===== config.mk =====
export PLATFORM = sky130hd
export DESIGN_NAME = psm_rdpack_flat
export DESIGN_NICKNAME = d
export VERILOG_FILES = /design/src/rtl/psm_rdpack_if.sv /design/src/rtl/psm_rdpack.sv /design/src/flat_wrapper.sv
export SDC_FILE = /design/constraint.sdc
export NUM_CORES = 1
export LEC_CHECK = 0
export CAP_MARGIN = 30
export CORE_AREA = 5 5 211 172
export DETAILED_ROUTE_END_ITERATION = 16
export DIE_AREA = 0 0 216 177
export GPL_TIMING_DRIVEN = 1
export PLACE_DENSITY_LB_ADDON = 0.08
export SKIP_CTS_REPAIR_TIMING = 1
export SYNTH_ARGS = -nofsm -noshare
export SYNTH_HDL_FRONTEND = slang
export SYNTH_SLANG_ARGS = --single-unit

===== constraint.sdc =====
create_clock -name i_clk -period 3.2 [get_ports i_clk]
set_input_delay 0.8 -clock i_clk [delete_from_list [all_inputs] [get_ports i_clk]]
set_output_delay 0.8 -clock i_clk [all_outputs]
set_load 0.01 [all_outputs]

===== src/rtl/psm_rdpack_if.sv =====
// psm_rdpack_if
// Bundles the read-word input side and the packed-vector output side of the
// partial-sum read packer.
//   slave  : the packer (consumes words, produces vectors)
//   master : the surrounding logic / bench (produces words, consumes vectors)
// Signals:
//   i_en, i_mask, i_data, i_done, i_til_done : masked SRAM word + context tags
//   i_vec_ready                              : consumer accepts o_vec
//   o_vec, o_vec_valid, o_vec_last           : packed output vector
//   o_stall                                  : back-pressure toward the SRAM pipe
//   o_ctx_done, o_til_done                   : completion pulses
//   o_ovf_err                                : sticky "word offered while stalled"
interface psm_rdpack_if #(
    parameter int SRAMC_N = 2,
    parameter int OC_W    = 16,
    parameter int Y       = 8
);
    logic                    i_en;
    logic [0:SRAMC_N-1]      i_mask;
    logic [SRAMC_N*OC_W-1:0] i_data;
    logic                    i_done;
    logic                    i_til_done;
    logic                    i_vec_ready;
    logic [Y*OC_W-1:0]       o_vec;
    logic                    o_vec_valid;
    logic                    o_vec_last;
    logic                    o_stall;
    logic                    o_ctx_done;
    logic                    o_til_done;
    logic                    o_ovf_err;

    modport slave (
        input  i_en, i_mask, i_data, i_done, i_til_done, i_vec_ready,
        output o_vec, o_vec_valid, o_vec_last, o_stall,
               o_ctx_done, o_til_done, o_ovf_err
    );

    modport master (
        output i_en, i_mask, i_data, i_done, i_til_done, i_vec_ready,
        input  o_vec, o_vec_valid, o_vec_last, o_stall,
               o_ctx_done, o_til_done, o_ovf_err
    );
endinterface


===== src/rtl/psm_rdpack.sv =====
// psm_rdpack
// Partial-sum read packer. Takes masked SRAM read words (SRAMC_N elements plus
// a per-element active mask), appends the active elements in order into an
// accumulation buffer and emits dense Y-element vectors over a valid/ready
// handshake. The last word of a context forces out a zero-padded final vector;
// if that word overflows past Y, the spill is emitted from a FLUSH state.
// Requires SRAMC_N <= Y.
// Ports:
//   i_clk   : clock
//   i_rstn  : asynchronous active-low reset
//   i_clear : synchronous clear of all state, including the error flag
//   bus     : psm_rdpack_if.slave (input word side and output vector side)
module psm_rdpack #(
    parameter int SRAMC_N = 2,
    parameter int OC_W    = 16,
    parameter int Y       = 8,
    parameter int FILL_W  = $clog2(Y + SRAMC_N)
) (
    input  logic         i_clk,
    input  logic         i_rstn,
    input  logic         i_clear,
    psm_rdpack_if.slave  bus
);
    // Worst case held elements: Y-1 left over plus a full word.
    localparam int                CAT_N = Y + SRAMC_N - 1;
    localparam logic [FILL_W-1:0] Y_F   = FILL_W'(Y);

    typedef enum logic {S_FILL, S_FLUSH} state_t;

    state_t            r_state;
    logic [OC_W-1:0]   r_buf [CAT_N];
    logic [FILL_W-1:0] r_fill;
    logic [OC_W-1:0]   r_vec [Y];
    logic              r_vld;
    logic              r_last;
    logic              r_vec_til;   // til flag riding with the vector in r_vec
    logic              r_til;       // til flag held across FLUSH
    logic              r_ctx_done;
    logic              r_til_done;
    logic              r_ovf;

    logic [OC_W-1:0]   w_base  [CAT_N];  // buffer with stale slots forced to 0
    logic [OC_W-1:0]   w_cat   [CAT_N];  // buffer plus appended active elements
    logic [OC_W-1:0]   w_shift [CAT_N];  // w_cat after removing an emitted vector
    logic [FILL_W-1:0] w_cnt;
    logic [FILL_W-1:0] w_fill_new;
    logic              w_stall;
    logic              w_free;
    logic              w_xfer;
    logic              w_acc;

    assign w_xfer  = r_vld & bus.i_vec_ready;
    assign w_free  = ~r_vld | bus.i_vec_ready;
    // Depends only on registered state and i_vec_ready, never on the word.
    assign w_stall = (r_vld & ~bus.i_vec_ready) | (r_state == S_FLUSH);
    assign w_acc   = bus.i_en & ~w_stall;

    // Compaction: each active element lands at fill + (active elements before it).
    always_comb begin
        w_cnt = '0;
        for (int k = 0; k < CAT_N; k++) begin
            w_base[k] = (FILL_W'(k) < r_fill) ? r_buf[k] : '0;
            w_cat[k]  = w_base[k];
        end
        for (int i = 0; i < SRAMC_N; i++) begin
            if (bus.i_mask[i]) begin
                if (int'(r_fill) + int'(w_cnt) < CAT_N)
                    w_cat[int'(r_fill) + int'(w_cnt)] = bus.i_data[i*OC_W +: OC_W];
                w_cnt = w_cnt + 1'b1;
            end
        end
        w_fill_new = r_fill + w_cnt;
        for (int k = 0; k < CAT_N; k++)
            w_shift[k] = '0;
        for (int k = 0; k < CAT_N - Y; k++)
            w_shift[k] = w_cat[k + Y];
    end

    always_ff @(posedge i_clk or negedge i_rstn) begin
        if (!i_rstn) begin
            r_state    <= S_FILL;
            r_fill     <= '0;
            r_vld      <= 1'b0;
            r_last     <= 1'b0;
            r_vec_til  <= 1'b0;
            r_til      <= 1'b0;
            r_ctx_done <= 1'b0;
            r_til_done <= 1'b0;
            r_ovf      <= 1'b0;
            for (int k = 0; k < CAT_N; k++) r_buf[k] <= '0;
            for (int j = 0; j < Y; j++)     r_vec[j] <= '0;
        end else if (i_clear) begin
            r_state    <= S_FILL;
            r_fill     <= '0;
            r_vld      <= 1'b0;
            r_last     <= 1'b0;
            r_vec_til  <= 1'b0;
            r_til      <= 1'b0;
            r_ctx_done <= 1'b0;
            r_til_done <= 1'b0;
            r_ovf      <= 1'b0;
            for (int k = 0; k < CAT_N; k++) r_buf[k] <= '0;
            for (int j = 0; j < Y; j++)     r_vec[j] <= '0;
        end else begin
            // Completion pulses follow the transfer of a last vector by one cycle.
            r_ctx_done <= w_xfer & r_last;
            r_til_done <= w_xfer & r_last & r_vec_til;
            if (bus.i_en && w_stall && (|bus.i_mask))
                r_ovf <= 1'b1;
            if (w_xfer)
                r_vld <= 1'b0;

            case (r_state)
                S_FILL: begin
                    if (w_acc) begin
                        if (w_fill_new >= Y_F) begin
                            for (int j = 0; j < Y; j++)     r_vec[j] <= w_cat[j];
                            for (int k = 0; k < CAT_N; k++) r_buf[k] <= w_shift[k];
                            r_vld     <= 1'b1;
                            r_fill    <= w_fill_new - Y_F;
                            // Exactly Y elements on a done word: this is already the last vector.
                            r_last    <= bus.i_done && (w_fill_new == Y_F);
                            r_vec_til <= bus.i_done && bus.i_til_done && (w_fill_new == Y_F);
                            if (bus.i_done && (w_fill_new > Y_F)) begin
                                r_til   <= bus.i_til_done;
                                r_state <= S_FLUSH;
                            end
                        end else if (bus.i_done) begin
                            r_fill <= '0;
                            for (int k = 0; k < CAT_N; k++) r_buf[k] <= '0;
                            if (w_fill_new != '0) begin
                                // Slots at and above fill_new are already zero in w_cat.
                                for (int j = 0; j < Y; j++) r_vec[j] <= w_cat[j];
                                r_vld     <= 1'b1;
                                r_last    <= 1'b1;
                                r_vec_til <= bus.i_til_done;
                            end else begin
                                // Empty context: nothing to emit, report completion directly.
                                r_ctx_done <= 1'b1;
                                r_til_done <= (w_xfer & r_last & r_vec_til) | bus.i_til_done;
                            end
                        end else begin
                            for (int k = 0; k < CAT_N; k++) r_buf[k] <= w_cat[k];
                            r_fill <= w_fill_new;
                        end
                    end
                end
                S_FLUSH: begin
                    if (w_free) begin
                        for (int j = 0; j < Y; j++)     r_vec[j] <= w_base[j];
                        for (int k = 0; k < CAT_N; k++) r_buf[k] <= '0;
                        r_vld     <= 1'b1;
                        r_last    <= 1'b1;
                        r_vec_til <= r_til;
                        r_til     <= 1'b0;
                        r_fill    <= '0;
                        r_state   <= S_FILL;
                    end
                end
                default: r_state <= S_FILL;
            endcase
        end
    end

    for (genvar j = 0; j < Y; j++) begin : g_vec
        assign bus.o_vec[j*OC_W +: OC_W] = r_vec[j];
    end

    assign bus.o_vec_valid = r_vld;
    assign bus.o_vec_last  = r_last;
    assign bus.o_stall     = w_stall;
    assign bus.o_ctx_done  = r_ctx_done;
    assign bus.o_til_done  = r_til_done;
    assign bus.o_ovf_err   = r_ovf;

endmodule


===== src/flat_wrapper.sv =====
// flat-port wrapper written by rule: the top's interface ports become plain ports
module psm_rdpack_flat 
#(
    parameter int SRAMC_N = 2,
    parameter int OC_W    = 16,
    parameter int Y       = 8,
    parameter int FILL_W  = $clog2(Y + SRAMC_N)
)
  (i_clk, i_rstn, i_clear, bus_i_en, bus_i_mask, bus_i_data, bus_i_done, bus_i_til_done, bus_i_vec_ready, bus_o_vec, bus_o_vec_valid, bus_o_vec_last, bus_o_stall, bus_o_ctx_done, bus_o_til_done, bus_o_ovf_err);
  psm_rdpack_if #(.SRAMC_N(SRAMC_N), .OC_W(OC_W), .Y(Y)) bus_i ();
  input  logic i_clk;
  input  logic i_rstn;
  input  logic i_clear;
  input wire logic [$bits(bus_i.i_en)-1:0] bus_i_en;
  input wire logic [$bits(bus_i.i_mask)-1:0] bus_i_mask;
  input wire logic [$bits(bus_i.i_data)-1:0] bus_i_data;
  input wire logic [$bits(bus_i.i_done)-1:0] bus_i_done;
  input wire logic [$bits(bus_i.i_til_done)-1:0] bus_i_til_done;
  input wire logic [$bits(bus_i.i_vec_ready)-1:0] bus_i_vec_ready;
  output wire logic [$bits(bus_i.o_vec)-1:0] bus_o_vec;
  output wire logic [$bits(bus_i.o_vec_valid)-1:0] bus_o_vec_valid;
  output wire logic [$bits(bus_i.o_vec_last)-1:0] bus_o_vec_last;
  output wire logic [$bits(bus_i.o_stall)-1:0] bus_o_stall;
  output wire logic [$bits(bus_i.o_ctx_done)-1:0] bus_o_ctx_done;
  output wire logic [$bits(bus_i.o_til_done)-1:0] bus_o_til_done;
  output wire logic [$bits(bus_i.o_ovf_err)-1:0] bus_o_ovf_err;
  assign bus_i.i_en = bus_i_en;
  assign bus_i.i_mask = bus_i_mask;
  assign bus_i.i_data = bus_i_data;
  assign bus_i.i_done = bus_i_done;
  assign bus_i.i_til_done = bus_i_til_done;
  assign bus_i.i_vec_ready = bus_i_vec_ready;
  assign bus_o_vec = bus_i.o_vec;
  assign bus_o_vec_valid = bus_i.o_vec_valid;
  assign bus_o_vec_last = bus_i.o_vec_last;
  assign bus_o_stall = bus_i.o_stall;
  assign bus_o_ctx_done = bus_i.o_ctx_done;
  assign bus_o_til_done = bus_i.o_til_done;
  assign bus_o_ovf_err = bus_i.o_ovf_err;
  psm_rdpack #(.SRAMC_N(SRAMC_N), .OC_W(OC_W), .Y(Y), .FILL_W(FILL_W)) u_core (.i_clk(i_clk), .i_rstn(i_rstn), .i_clear(i_clear), .bus(bus_i));
endmodule

---- Word level (Yosys, flattened, before mapping) ----
Index checks and enable logic that the tools add are counted.
operators by class
  $add $sub $neg .......................... 4
  $lt $le $gt $ge ......................... 17
  eq/ne operators ......................... 7
  mux-type cells .......................... 88
  bitwise logic cells ..................... 14
  reduce and logical (&&, ||, !) cells .... 14
operator list
  kind                   number
  $mux W144              9
  $mux W128              6
  $bwmux W144            2
  $pmux W144 S2          1
  $pmux W128 S2          1
  $mux W16               11
  $demux W16 S4          2
  $ge A32 B5 Y1 const B  2
  $lt A32 B1 Y1 const B  2
  $mux W1                44
  $lt A32 B5 Y1 const B  1
  $not A32 Y32           1
  $not A4 Y32            1
  $mux W4                6
  $lt A3 B4 Y1 const A   4
  $pmux W1 S2            5
  $ne A3 B2 Y1 const B   3
  $logic_and A1 B1 Y1    8
  $lt A1 B4 Y1 const A   2
  $lt A2 B4 Y1 const A   2
  $pmux W4 S2            1
  $reduce_and A4 Y1      2
  $add A4 B1 Y5          1
  $and A1 B1 Y1          5
  other kinds (17)       22
word-level totals
  register bits ........................... 284
  input port bits ......................... 41
  output and inout bits ................... 134
  logic and storage cells ................. 170

---- Logic depth before layout (Yosys ltp) ----
  depth after elaboration ................. 17
  depth in mapped cells ................... 12
  gate-level depth less buffers ........... 9

---- Least setup slack after synthesis ----
Ideal clock, no wire load.
  kind .................................... input -> register
  start point ............................. input bus_i_mask[0]
  end point ............................... register u_core.r_vec, in the netlist u_core.bus.o_vec[48]
  setup time .............................. 0.065 ns
  arrival ................................. 3.197 ns
  required time ........................... 3.135 ns
  setup slack ............................. -0.062 ns
  stages .................................. 11
  buffers on the path ..................... 2
  path through ............................ buf_2 -> inv_1 -> ha_1 -> ha_1 -> fa_1 -> xnor2_1 -> a21bo_2 -> a31oi_1 -> clkbuf_1 -> o21a_1 -> a22o_1
on the way
  cells in the longest elaborated chain, start to end .. 7
  elaborated cells between the ends (all ways) .. 14
  classes of those cells .................. add/sub (1); order compare (1); eq/ne (2); mux (8); reduce/logical (2)
RTL lines
  what                                        line                                  source
  start: declaration                          flat_wrapper.sv:15                    input wire logic [$bits(bus_i.i_mask)-1:0] bus_i_mask;
  $mux W4 or $mux W144 (tied branches)        psm_rdpack.sv:66                      if (bus.i_mask[i]) begin
  $add A4 B4 Y4 or $mux W128 (tied branches)  psm_rdpack.sv:72, psm_rdpack.sv:131
  $ge A4 B4 Y1 or $mux W128 (tied branches)   psm_rdpack.sv:116, psm_rdpack.sv:128
  $mux W128                                   psm_rdpack.sv:116                     if (w_fill_new >= Y_F) begin
  $mux W128                                   psm_rdpack.sv:115                     if (w_acc) begin
  $pmux W128 S2                               psm_rdpack.sv:113                     case (r_state)
  $mux W128                                   psm_rdpack.sv:92                      end else if (i_clear) begin
  end: declaration                            psm_rdpack.sv:33                      logic [OC_W-1:0] r_vec [Y];
Parallel ways exist; a longest one is shown, timed or not. The select of a mux whose other input is x is not followed.
A chain may end at the register's enable or synchronous reset.

---- Final worst setup path ----
  start point ............................. input bus_i_mask[0]
  end point ............................... register u_core.r_vec, in the netlist u_core.bus.o_vec[32]
The elaborated chain is that of the path after synthesis.

==> implementation parameters <==
Parameter                              Value

Run status
  Outcome ... completed

Power and ir drop
  Leakage power figure ... 8.52 nW
  Gate power share ... 15.8%
  Maximum vdd drop ... 0.386 mV
  Internal Pwr Total ... 0.00624 W
  Switching power share of the total ... 27.9%
  NetSw ... 0.00242 W
  Part of the power in registers ... 42.8%
  Power per Cell Area ... 424 nW/um^2
  Total chip power ... 0.00866 W
  Clk network pwr share ... 41.4%

Routing
  Total wire length ... 62,500 microns
  DRC errors left ... 0
  Avg WL per Cell ... 26.2 microns
  Count of TritonRoute iterations in the first routing pass ... 6
  Overall via count from detail_route ... 15,900
  DR vias/cell ... 6.65
  Number of nets with antenna violations after detailed routing ... 0
  Number of DRC markers after the initial detailed-route iteration ... 2,036

Yosys
  Count of cell types in the netlist ... 77
  Top_reg_cell synth ... sky130_fd_sc_hd__dfrtp_1
  Fraction of registers with async set/reset ... 100%
  Yosys reg bits ... 284
  List of most frequent post-synthesis cells ... sky130_fd_sc_hd__dfrtp_1 (284), sky130_fd_sc_hd__nand2_1 (247), sky130_fd_sc_hd__o21ai_0 (165)
  Warnings from Yosys ... 0
  Post-synthesis sequential area ratio ... 45.1%
  Mean cell area of the mapped netlist ... 9.30 sq um
  Most frequently used cell type in the post-synthesis netlist ... sky130_fd_sc_hd__dfrtp_1
  Main area contributors after synthesis ... sky130_fd_sc_hd__dfrtp_1 (45%), sky130_fd_sc_hd__nand2_1 (5.9%), sky130_fd_sc_hd__a22o_1 (5.3%)
  Top-area cell type share of the netlist area ... 45.1%
  Cell Area, Synth ... 15,700 sq um
  Number of cells produced by synthesis ... 1,692
  Syn Nets ... 1,740
  EDFF count, synth ... 0
  Leading area contributor after synthesis ... sky130_fd_sc_hd__dfrtp_1

Die
  Top-level port count ... 175
  Width of the chip ... 216 microns
  Standard cell core area ... 34,100 sq um
  Starting utilization of the core area ... 46.1%
  Die Footprint ... 38,200 sq um
  Count of standard-cell rows ... 61
  Vertical die dimension ... 177 microns

Global route
  Initial antenna violation count ... 1
  Maximum number of pins on one net before global-route repair ... 97
  Gr ovfl total ... 0
  Number of global-route vias before repair ... 15,200
  Global-route total usage across every layer ... 31.7%
  First-pass GRT wire length ... 95,000 microns

STA
  Count of final hold-check violations ... 0
  Post-layout minimum cycle time ... 3.11 ns
  Largest clock skew in the final design ... 0.0234 ns
  Peak Freq ... 0.322 GHz
  Worst slew margin relative to its limit ... 30.0%
  Number of pins exceeding their max-slew limit in the final report ... 0
  Final number of setup-violating endpoints ... 0
  Final cycle utilization of the critical path ... 97.1%
  Setup repair after global routing missed its margin ... yes
  Pin slew with the least headroom to its limit ... 1.05 ns

Place
  Number of input and output port buffers inserted ... 174
  Total cell area at the placement stage ... 19,300 sq um
  Half-perimeter wire length after detailed placement ... 42,500 microns
  Gp weighted congestion ... 0.970

Cells and area
  Filler Cells Inserted ... 2,907
  Area delta synth->final ... 29.7%
  Proportion of layout cells with a drive suffix above 1 ... 16.3%
  Final cell area excluding filler cells ... 20,400 sq um
  Number of nets in the final layout ... 1,974
  Core utilization of the finished layout ... 59.8%

Clocking
  Clock tree from TritonCTS ... built
  Longest Clk Path Bufs ... 3
  Count of H-tree levels built during CTS ... 1
  Reg clk slew, reported paths ... 0.06 ns
  Number of buffers added by the clock tree synthesis step ... 30
  Count of clock tree sinks ... 284
  Worst skew pair latency ... 0.59 ns
  Clock root buffer master ... sky130_fd_sc_hd__clkbuf_16

Setup path
  Critical Path Sink Type ... register
  Worst reg2reg setup slack ... 0.49 ns
  Sort of element at the start of the critical path ... input pin
  Arrival time at the worst endpoint ... 3.56 ns
  R2r worst-path depth ... 7
  Crit Path Category ... input pin to register
  Required time of the critical path ... 3.65 ns
  Largest driver fanout on the critical path ... 10
  Reg-to-reg startpoint ... u_core.r_fill[0]
  RR Endpoint ... u_core.r_buf[108]

Hold path
  Class of the most critical hold timing path ... input pin to asynchronous set/reset pin

Job
  Max-cap viol count ... 0
==> area by class of cell <==
cell class | instances | area (sq um) | area share, %
Antenna cell | 1 | 2.50 | 0.0123
Clock buffer | 44 | 873 | 4.28
Clock inverter | 11 | 120 | 0.589
Inverter | 6 | 22.5 | 0.110
Multi-Input combinational cell | 1208 | 7860 | 38.5
Sequential cell | 284 | 7110 | 34.8
Tap cell | 441 | 552 | 2.70
Timing Repair Buffer | 396 | 3870 | 19.0
==> layout by cell type, fill, tap and decap left out, drive strengths merged, types with 5 or more instances in the layout <==
cell type	count
buf	223
o211ai	27
o41ai	21
a21o	9
o31ai	45
o32ai	5
a32o	47
and2	8
a22o	95
a31oi	24
a221o	31
dfrtp	284
clkinv	10
a32oi	7
o21a	16
o211a	5
a211o	9
nand2b	12
mux2i	46
nor2	85
a211oi	8
a22oi	11
a221oi	68
nand3	24
o21ai	191
ha	6
clkdlybuf4s50	173
mux2	5
inv	5
nor3	30
nand2	247
nor2b	12
clkbuf	44
a21oi	66
a31o	6
==> power groups by stage <==
| stage | clock network (W) | logic, W | registers [W] |
|---|---|---|---|
| after floorplan | 0 | 0.000546 | 0.00378 |
| after global placement | 0 | 0.00133 | 0.00377 |
| after detailed placement | 0 | 0.00134 | 0.00377 |
| after CTS | 0.00362 | 0.00134 | 0.00371 |
| after global routing | 0.00374 | 0.00145 | 0.00371 |
| final | 0.00358 | 0.00137 | 0.00371 |
==> registers in the layout, summed over array words and instances (netlist names) <==
| signal | count |
|---|---|
| u_core.bus.o_ctx_done | 1 |
| u_core.bus.o_ovf_err | 1 |
| u_core.bus.o_til_done | 1 |
| u_core.bus.o_vec | 128 |
| u_core.bus.o_vec_last | 1 |
| u_core.bus.o_vec_valid | 1 |
| u_core.r_buf | 144 |
| u_core.r_fill | 4 |
| u_core.r_state | 1 |
| u_core.r_til | 1 |
| u_core.r_vec_til | 1 |
==> worst max path at each step <==
stage / from / endpoint
5_1_grt: bus_i_mask[0] / u_core.bus.o_vec[44]
2_1_floorplan: bus_i_mask[0] / u_core.bus.o_vec[66]
4_1_cts: bus_i_mask[0] / u_core.bus.o_vec[42]
3_3_place_gp: bus_i_mask[0] / u_core.bus.o_vec[39]
3_5_place_dp: bus_i_mask[0] / u_core.bus.o_vec[32]
6_report: bus_i_mask[0] / u_core.bus.o_vec[32]
==> per-stage QoR <==
| step | setup TNS (ns) | setup slack (ns) | hold slack [ns] | instances |
|---|---|---|---|---|
| global placement | -77.99 | -0.484 | 0.463 | 2334 |
| CTS | 0 | 0.102 | 0.204 | 2389 |
| detailed placement | -78.64 | -0.493 | 0.468 | 2334 |
| floorplan | -0.00483 | -0.00241 | 0.448 | 1692 |
| finish | 0 | 0.0927 | 0.191 | 2391 |
| global route | -0.0120 | -0.00692 | 0.225 | 2390 |
==> worst max-delay path, stage by stage <==
cell and delay, ns:
sky130_fd_sc_hd__clkdlybuf4s50_1 0.48, sky130_fd_sc_hd__inv_1 0.06, sky130_fd_sc_hd__ha_1 0.30, sky130_fd_sc_hd__ha_1 0.21, sky130_fd_sc_hd__fa_2 0.54, sky130_fd_sc_hd__nor2_1 0.06
sky130_fd_sc_hd__a21bo_4 0.25, sky130_fd_sc_hd__a31o_4 0.26, sky130_fd_sc_hd__buf_12 0.15, sky130_fd_sc_hd__buf_12 0.14, sky130_fd_sc_hd__a22oi_1 0.18, sky130_fd_sc_hd__o21ai_0 0.11
==> kinds of logic after synthesis <==
kind of cell / share of synthesized area [%]
compound gates: 32.7
simple gates: 12.6
flops: 45.1
buf+inv: 5.62
mux: 3.28
fa+ha+maj: 0.604
xor+xnor: 0.0556
==> metal layers <==
metal / vias up / share of wire [%] / track usage [%]
li1: 6910 / - / -
met1: 7954 / 42 / 45.0
met2: 894 / 44 / 48.3
met3: 135 / 10 / 7.49
met4: 0 / 3.6 / 10.4
met5: - / 0 / 0
No activity file was read; power rests on OpenSTA's default activity.
